--- src/rtl/digit_scan_ctrl.sv ---
// Four-digit scan sequencer: digit register file, prescaled select index and blanking gaps.
// Optional blanking gap between digits is compiled in with DIGIT_SCAN_BLANKING_EN.
module digit_scan_ctrl #(
  parameter int DIV       = 4,
  parameter int BLANK_CYC = 2
) (
  input  logic       clk,
  input  logic       rst_n,
  input  logic       en,
  input  logic       wr_en,
  input  logic [1:0] wr_addr,
  input  logic [3:0] wr_data,
  output logic [1:0] w,
  output logic [3:0] digit,
  output logic       blank,
  output logic       frame_done
);

  if (DIV < 1 || DIV > 65535) begin : g_div_chk
    $error("DIV out of range 1..65535");
  end
  if (BLANK_CYC < 1 || BLANK_CYC > 255) begin : g_blank_chk
    $error("BLANK_CYC out of range 1..255");
  end

`ifdef DIGIT_SCAN_BLANKING_EN
  typedef enum logic [1:0] {IDLE, SHOW, BLANK} state_t;
`else
  typedef enum logic [1:0] {IDLE, SHOW} state_t;
`endif

  state_t      state_q, state_d;
  logic [1:0]  w_q, w_d;
  logic [15:0] presc_q, presc_d;
  logic        blank_q, blank_d;
  logic        fd_q, fd_d;
  logic [3:0]  regs_q [4];
`ifdef DIGIT_SCAN_BLANKING_EN
  logic [7:0]  bcnt_q, bcnt_d;
`endif

  always_comb begin
    state_d = state_q;
    w_d     = w_q;
    presc_d = presc_q;
    blank_d = 1'b1;
    fd_d    = 1'b0;
`ifdef DIGIT_SCAN_BLANKING_EN
    bcnt_d  = bcnt_q;
`endif
    case (state_q)
      IDLE: begin
        if (en) begin
          state_d = SHOW;
          w_d     = 2'd0;
          presc_d = 16'd0;
          blank_d = 1'b0;
        end
      end
      SHOW: begin
        if (!en) begin
          state_d = IDLE;
          w_d     = 2'd0;
          presc_d = 16'd0;
        end else if (presc_q == 16'(DIV - 1)) begin
          presc_d = 16'd0;
`ifdef DIGIT_SCAN_BLANKING_EN
          state_d = BLANK;
          bcnt_d  = 8'd0;
`else
          w_d     = w_q + 2'd1;
          fd_d    = (w_q == 2'd3);
          blank_d = 1'b0;
`endif
        end else begin
          presc_d = presc_q + 16'd1;
          blank_d = 1'b0;
        end
      end
`ifdef DIGIT_SCAN_BLANKING_EN
      // w is frozen while dark; it only moves on the edge that leaves BLANK
      BLANK: begin
        if (!en) begin
          state_d = IDLE;
          w_d     = 2'd0;
          presc_d = 16'd0;
          bcnt_d  = 8'd0;
        end else if (bcnt_q == 8'(BLANK_CYC - 1)) begin
          state_d = SHOW;
          bcnt_d  = 8'd0;
          w_d     = w_q + 2'd1;
          fd_d    = (w_q == 2'd3);
          blank_d = 1'b0;
        end else begin
          bcnt_d  = bcnt_q + 8'd1;
        end
      end
`endif
      default: begin
        state_d = IDLE;
        w_d     = 2'd0;
        presc_d = 16'd0;
      end
    endcase
  end

  always_ff @(posedge clk) begin
    if (!rst_n) begin
      state_q <= IDLE;
      w_q     <= 2'd0;
      presc_q <= 16'd0;
      blank_q <= 1'b1;
      fd_q    <= 1'b0;
`ifdef DIGIT_SCAN_BLANKING_EN
      bcnt_q  <= 8'd0;
`endif
      for (int i = 0; i < 4; i++) regs_q[i] <= 4'd0;
    end else begin
      state_q <= state_d;
      w_q     <= w_d;
      presc_q <= presc_d;
      blank_q <= blank_d;
      fd_q    <= fd_d;
`ifdef DIGIT_SCAN_BLANKING_EN
      bcnt_q  <= bcnt_d;
`endif
      if (wr_en) regs_q[wr_addr] <= wr_data;
    end
  end

  assign w          = w_q;
  assign digit      = regs_q[w_q];
  assign blank      = blank_q;
  assign frame_done = fd_q;

endmodule

--- config.mk ---
export PLATFORM = sky130hd
export DESIGN_NAME = digit_scan_ctrl
export DESIGN_NICKNAME = d
export VERILOG_FILES = /design/src/rtl/digit_scan_ctrl.sv
export SDC_FILE = /design/constraint.sdc
export NUM_CORES = 1
export LEC_CHECK = 0
export ABC_AREA = 1
export BUFFER_PORTS_ARGS = -buffer_cell sky130_fd_sc_hd__buf_2
export CORE_MARGIN = 1
export CORE_UTILIZATION = 58
export DETAILED_ROUTE_END_ITERATION = 7
export PLACE_DENSITY = 0.88
export SKIP_LAST_GASP = 1
export SYNTH_ARGS = -nofsm -noshare
export SYNTH_HDL_FRONTEND = slang
export SYNTH_SLANG_ARGS = --single-unit
--- constraint.sdc ---
create_clock -name clk -period 1.7 [get_ports clk]
set_input_delay 0.34 -clock clk [delete_from_list [all_inputs] [get_ports clk]]
set_output_delay 0.34 -clock clk [all_outputs]
set_load 0.01 [all_outputs]
* Word-level counts from Yosys, hierarchy flattened
Memory sizes are Yosys's and may differ from the RTL's. A register that Yosys moved wholly into a read port is not among the register bits.
Cells that the tools add are included.
** Cells by class
- Add/sub/neg operators :: 2
- Equal/unequal tests :: 6
- Multiplexer cells :: 21
- Reduce and logical (&&, ||, !) cells :: 7
** Operators by type and width (number)
- $mux W16 :: 3
- $pmux W16 S2 :: 1
- $add A16 B1 Y16 const B :: 1
- $eq A16 B2 Y1 const B :: 1
- $mux W2 :: 8
- $pmux W2 S2 :: 2
- $mux W1 :: 6
- $reduce_and A2 Y1 :: 3
- $mux W4 :: 1
- $ne A2 B2 Y1 const B :: 2
- $reduce_and A4 Y1 :: 1
- $reduce_or A4 Y1 :: 1
- $ne A3 B3 Y1 const B :: 1
- $add A2 B1 Y2 const B :: 1
- $eq A2 B1 Y1 const B :: 1
- $eq A2 B2 Y1 const B :: 1
- $logic_not A2 Y1 :: 1
- $reduce_or A2 Y1 :: 1
** Storage, ports and cells
- Flip-flop bits (word level) :: 22
- Bits in writable memories :: 16
- Input bits :: 10
- Output and inout bits :: 8
- Logic and storage cells :: 42
- Memories kept :: 1
** Memory list
- regs_q :: depth 4, width 4, rd ports 1, clocked after Yosys merged registers in 1, wr ports 4, line 37 : logic [3:0] regs_q [4];

* Logic depth before layout (Yosys ltp)
- Word-level depth :: 6
- Depth in mapped cells :: 9
- Mapped depth without buffers :: 8

* Least setup slack after synthesis
Ideal clock, no wire load.
- Path kind :: reg-to-reg
- Start point :: register state_q[0]
- End point :: register presc_q[10]
- Library setup time :: 0.070 ns
- Arrival time :: 1.263 ns
- Required time :: 1.630 ns
- Path slack :: 0.367 ns
- Cell stages (with the launch flop) :: 8
- Buffers on the path :: 0
- Clock period less this slack :: 1.333 ns
- Cells stage by stage :: dfxtp_1 inv_1 ha_1 clkinv_1 nand2_1 a21oi_4 nand3_1 a21oi_1
** On the way
- Longest elaborated chain between the ends :: 2
- Elaborated cells between the ends (all ways) :: 4
- Classes of those cells :: eq/ne: 2; mux: 1; reduce/logical: 1
** Ends and longest elaborated chain
- from (decl) :: line 32 : state_t state_q, state_d;
- from (signal assigned) :: line 119 : state_q <= state_d;
- $eq A2 B1 Y1 / $logic_not A2 Y1 (equally long branches) :: line 51 : case (state_q)
- $pmux W16 S2 / $ne A2 B2 Y1 (equally long branches)
- to (signal assigned) :: line 121 : presc_q <= presc_d;
- to (decl) :: line 34 : logic [15:0] presc_q, presc_d;
Several ways; a longest one is shown, not always the timed one.
A chain may end at the register's enable or synchronous reset.

==> flow_summary.toml <==
[route]
drc = 0
wl_per_cell_um = 12.7
postRouteAntennaNets = 0
via_per_inst = 5.31
route.vias.total = 1758
first_pass_iters = 4
drt_wl_total_mm = 4.19
first_iter_violations = 76

[sta]
slew_headroom_pct = 81.3
drv_slew = 0
min_period_ps = 1610
setup_violations = 0
hold_viol = 0
finalCritPeriodShare_pct = 94.6
fmax_ghz = 0.622
tightest_slew_ps = 279
fin_setup_tns_ps = 0
final.setup.worst_slack_ps = 92.4
skew_ps = 12.5

[worst_hold_path]
hp-class = "primary input to register"

[outcome]
run_status = "finished clean"

[global_routing]
use_met2_pct = 35.8
gr-total-overflow = 0
grt_util_met3_pct = 8.01
grt_antenna_before_repair = 0
use_met1_pct = 36.0
grt_pass1_wl_mm = 6.60
grt_pass1_vias = 1525
track_usage_pct = 25.6
grt_most_used_layer = "met1"
grt_max_degree = 14

[clock_tree]
clk_pin_slew_worst_paths_ps = 110
cts_tree = "built"
cts_sinks = 39
cts_buffer_depth = 2
clock-root-buffer = "clkbuf_4"
post-cts-setup-buffers = 0
htree_levels = 2
insertion_delay_ps = 350
cts_inserted_buffers = 5

[synthesis]
synth_cell_types = 29
yosys_warnings = 0
synth_top_area_share_pct = 24.5
synth_area_um2 = 1960
syn_nets = 274
synth_seq_cells = 39
syn_avg_cell_area_um2 = 7.55
synth_sequential_area_ratio_pct = 47.9
synth_largest_area_cell = "edfxtp_1"
synthTopCellsByArea = "edfxtp_1 (24%), dfxtp_1 (23%), nand2_1 (11%)"
synthCells = 260

[floorplan]
rows = 20
die_x_um = 60.2
ioPinCount = 18
dieArea_um2 = 3620
core_area_um2 = 3130
die_height_um = 60.2
start_util_pct = 62.8

[placement]
placed_area_um2 = 2130
dp_hpwl_mm = 3.15
globalplace.congestion = 0.842
portBuffers = 17
post-place-ws_ps = 153

[finish]
regArea_um2 = 942
stdcell_area_um2 = 2210
drive_gt1_share_pct = 15.0
n_antenna_cell = 0
multi_input_area_um2 = 901
nFillCells = 244
area_delta_synth_final_pct = 12.8
finalNetCount = 300

[power_and_ir_drop]
power.density_nw_per_um2 = 922
p_seq_share_pct = 52.2
p_sw_mw = 0.576
power_mw = 2.04
power_frac_comb_pct = 17.1
vdd_drop_max_mv = 0.765
clkPwrFrac_pct = 30.6
p_leak_nw = 0.927
p_int_mw = 1.47
switching_share_pct = 28.2

[worst_setup_path]
critPathRequiredTime_ps = 1360
worst-setup-path-type = "register to output pin"
rrSetupSlack_ps = 190
endpoint_kind = "output pin"
cp_max_fo = 8
worst_setup_path_start_kind = "register"
critical_path_arrival_ps = 1270

[flow_run]
max_cap_violations = 0
worst max-delay path: stages (launching register included):
cell and delay [ps]:
dfxtp_2 350, buf_4 160, o21ai_0 180, o22ai_1 90, buf_2 140
registers in the layout, indices dropped and copies added, names as in the netlist, named ones only:
register    flops
blank           1
frame_done      1
presc_q        16
regs_q         16
w               2
state_q         1
final cells by class:
type,count,area share [%]
repair buffers,23,5.88
clock buffers,5,1.69
inverters,28,4.75
clock inverters,3,1.98
flip-flops and latches,39,42.5
well taps,44,2.49
multi-input cells,189,40.7
synthesized netlist by cell type:
master / count
a21oi_1: 12
nand4_1: 2
a21oi_4: 1
nor3_1: 7
xnor2_1: 3
dfxtp_1: 23
and3_1: 1
o22ai_1: 4
a21o_1: 1
inv_2: 1
nand3_2: 1
clkinv_1: 1
nand2_1: 57
nand2_2: 5
nor2_2: 1
a21oi_2: 1
clkbuf_1: 3
nor2_4: 1
nor2_1: 54
o21ai_1: 1
nand3b_1: 1
edfxtp_1: 16
o21ai_0: 13
buf_2: 1
nand3_1: 17
inv_1: 26
ha_1: 4
xor2_1: 1
or2_0: 1
layout by cell type, fill, tap and decap left out, types with 2 or more instances in the layout:
cell type and count:
nand2_2 5, o21ai_1 2, inv_1 26, nand3_1 17, buf_2 17, a21oi_1 12, o22ai_1 4, xnor2_1 3
nor3_1 7, edfxtp_1 16, o21ai_0 12, nand2_1 57, nand4_1 2, nor2_1 54, clkbuf_4 5, ha_1 4
buf_4 6, dfxtp_1 22
worst paths after layout:
| path | startpoint | endpoint | cells after the start |
|---|---|---|---|
| max | register | digit[0] | 4 |
| min | en | blank$_SDFF_PN1_ | 2 |
| min reg2reg | presc_q[15]$_SDFFE_PN0N_ | presc_q[15]$_SDFFE_PN0N_ | 2 |
| max reg2reg | presc_q[1]$_SDFFE_PN0N_ | presc_q[14]$_SDFFE_PN0N_ | 7 |
timing repair:
action                                  4_1_cts  5_1_grt
gates resized for setup                       0        2
hold endpoints to repair                      0        0
hold buffers                                  0        0
endpoints found under the setup margin        0        4
cell families after synthesis:
family | Yosys count | share of synthesized area, %
buffers and inverters | 32 | 6.18
AO/OA/AOI/OAI | 33 | 9.56
adder cells (fa/ha/maj) | 4 | 2.55
AND/OR/NAND/NOR | 148 | 32.0
flip-flops | 39 | 47.9
XOR/XNOR | 4 | 1.78
through the flow:
step / utilization (%) / std cells / hold slack [ps]
3_5_place_dp: 68.2 / 323 / 486
3_3_place_gp: 68.2 / 323 / 467
5_1_grt: 70.8 / 331 / 167
2_1_floorplan: - / 260 / 402
6_report: 70.8 / 331 / 188
4_1_cts: 70.8 / 331 / 179
power groups by stage:
stage | registers [mW] | clock network, mW | logic (mW)
2_1_floorplan | 1.08 | 0 | 0.223
3_3_place_gp | 1.08 | 0 | 0.333
3_5_place_dp | 1.09 | 0 | 0.343
4_1_cts | 1.06 | 0.633 | 0.344
5_1_grt | 1.07 | 0.675 | 0.391
6_report | 1.07 | 0.625 | 0.350
metal layers:
layer / vias up / part of all wire, %
met5: - / 0
met3: 8 / 8.4
met1: 785 / 46
met4: 0 / 1.4
li1: 893 / -
met2: 72 / 44
Note: power is estimated with default switching activity, not from simulation.
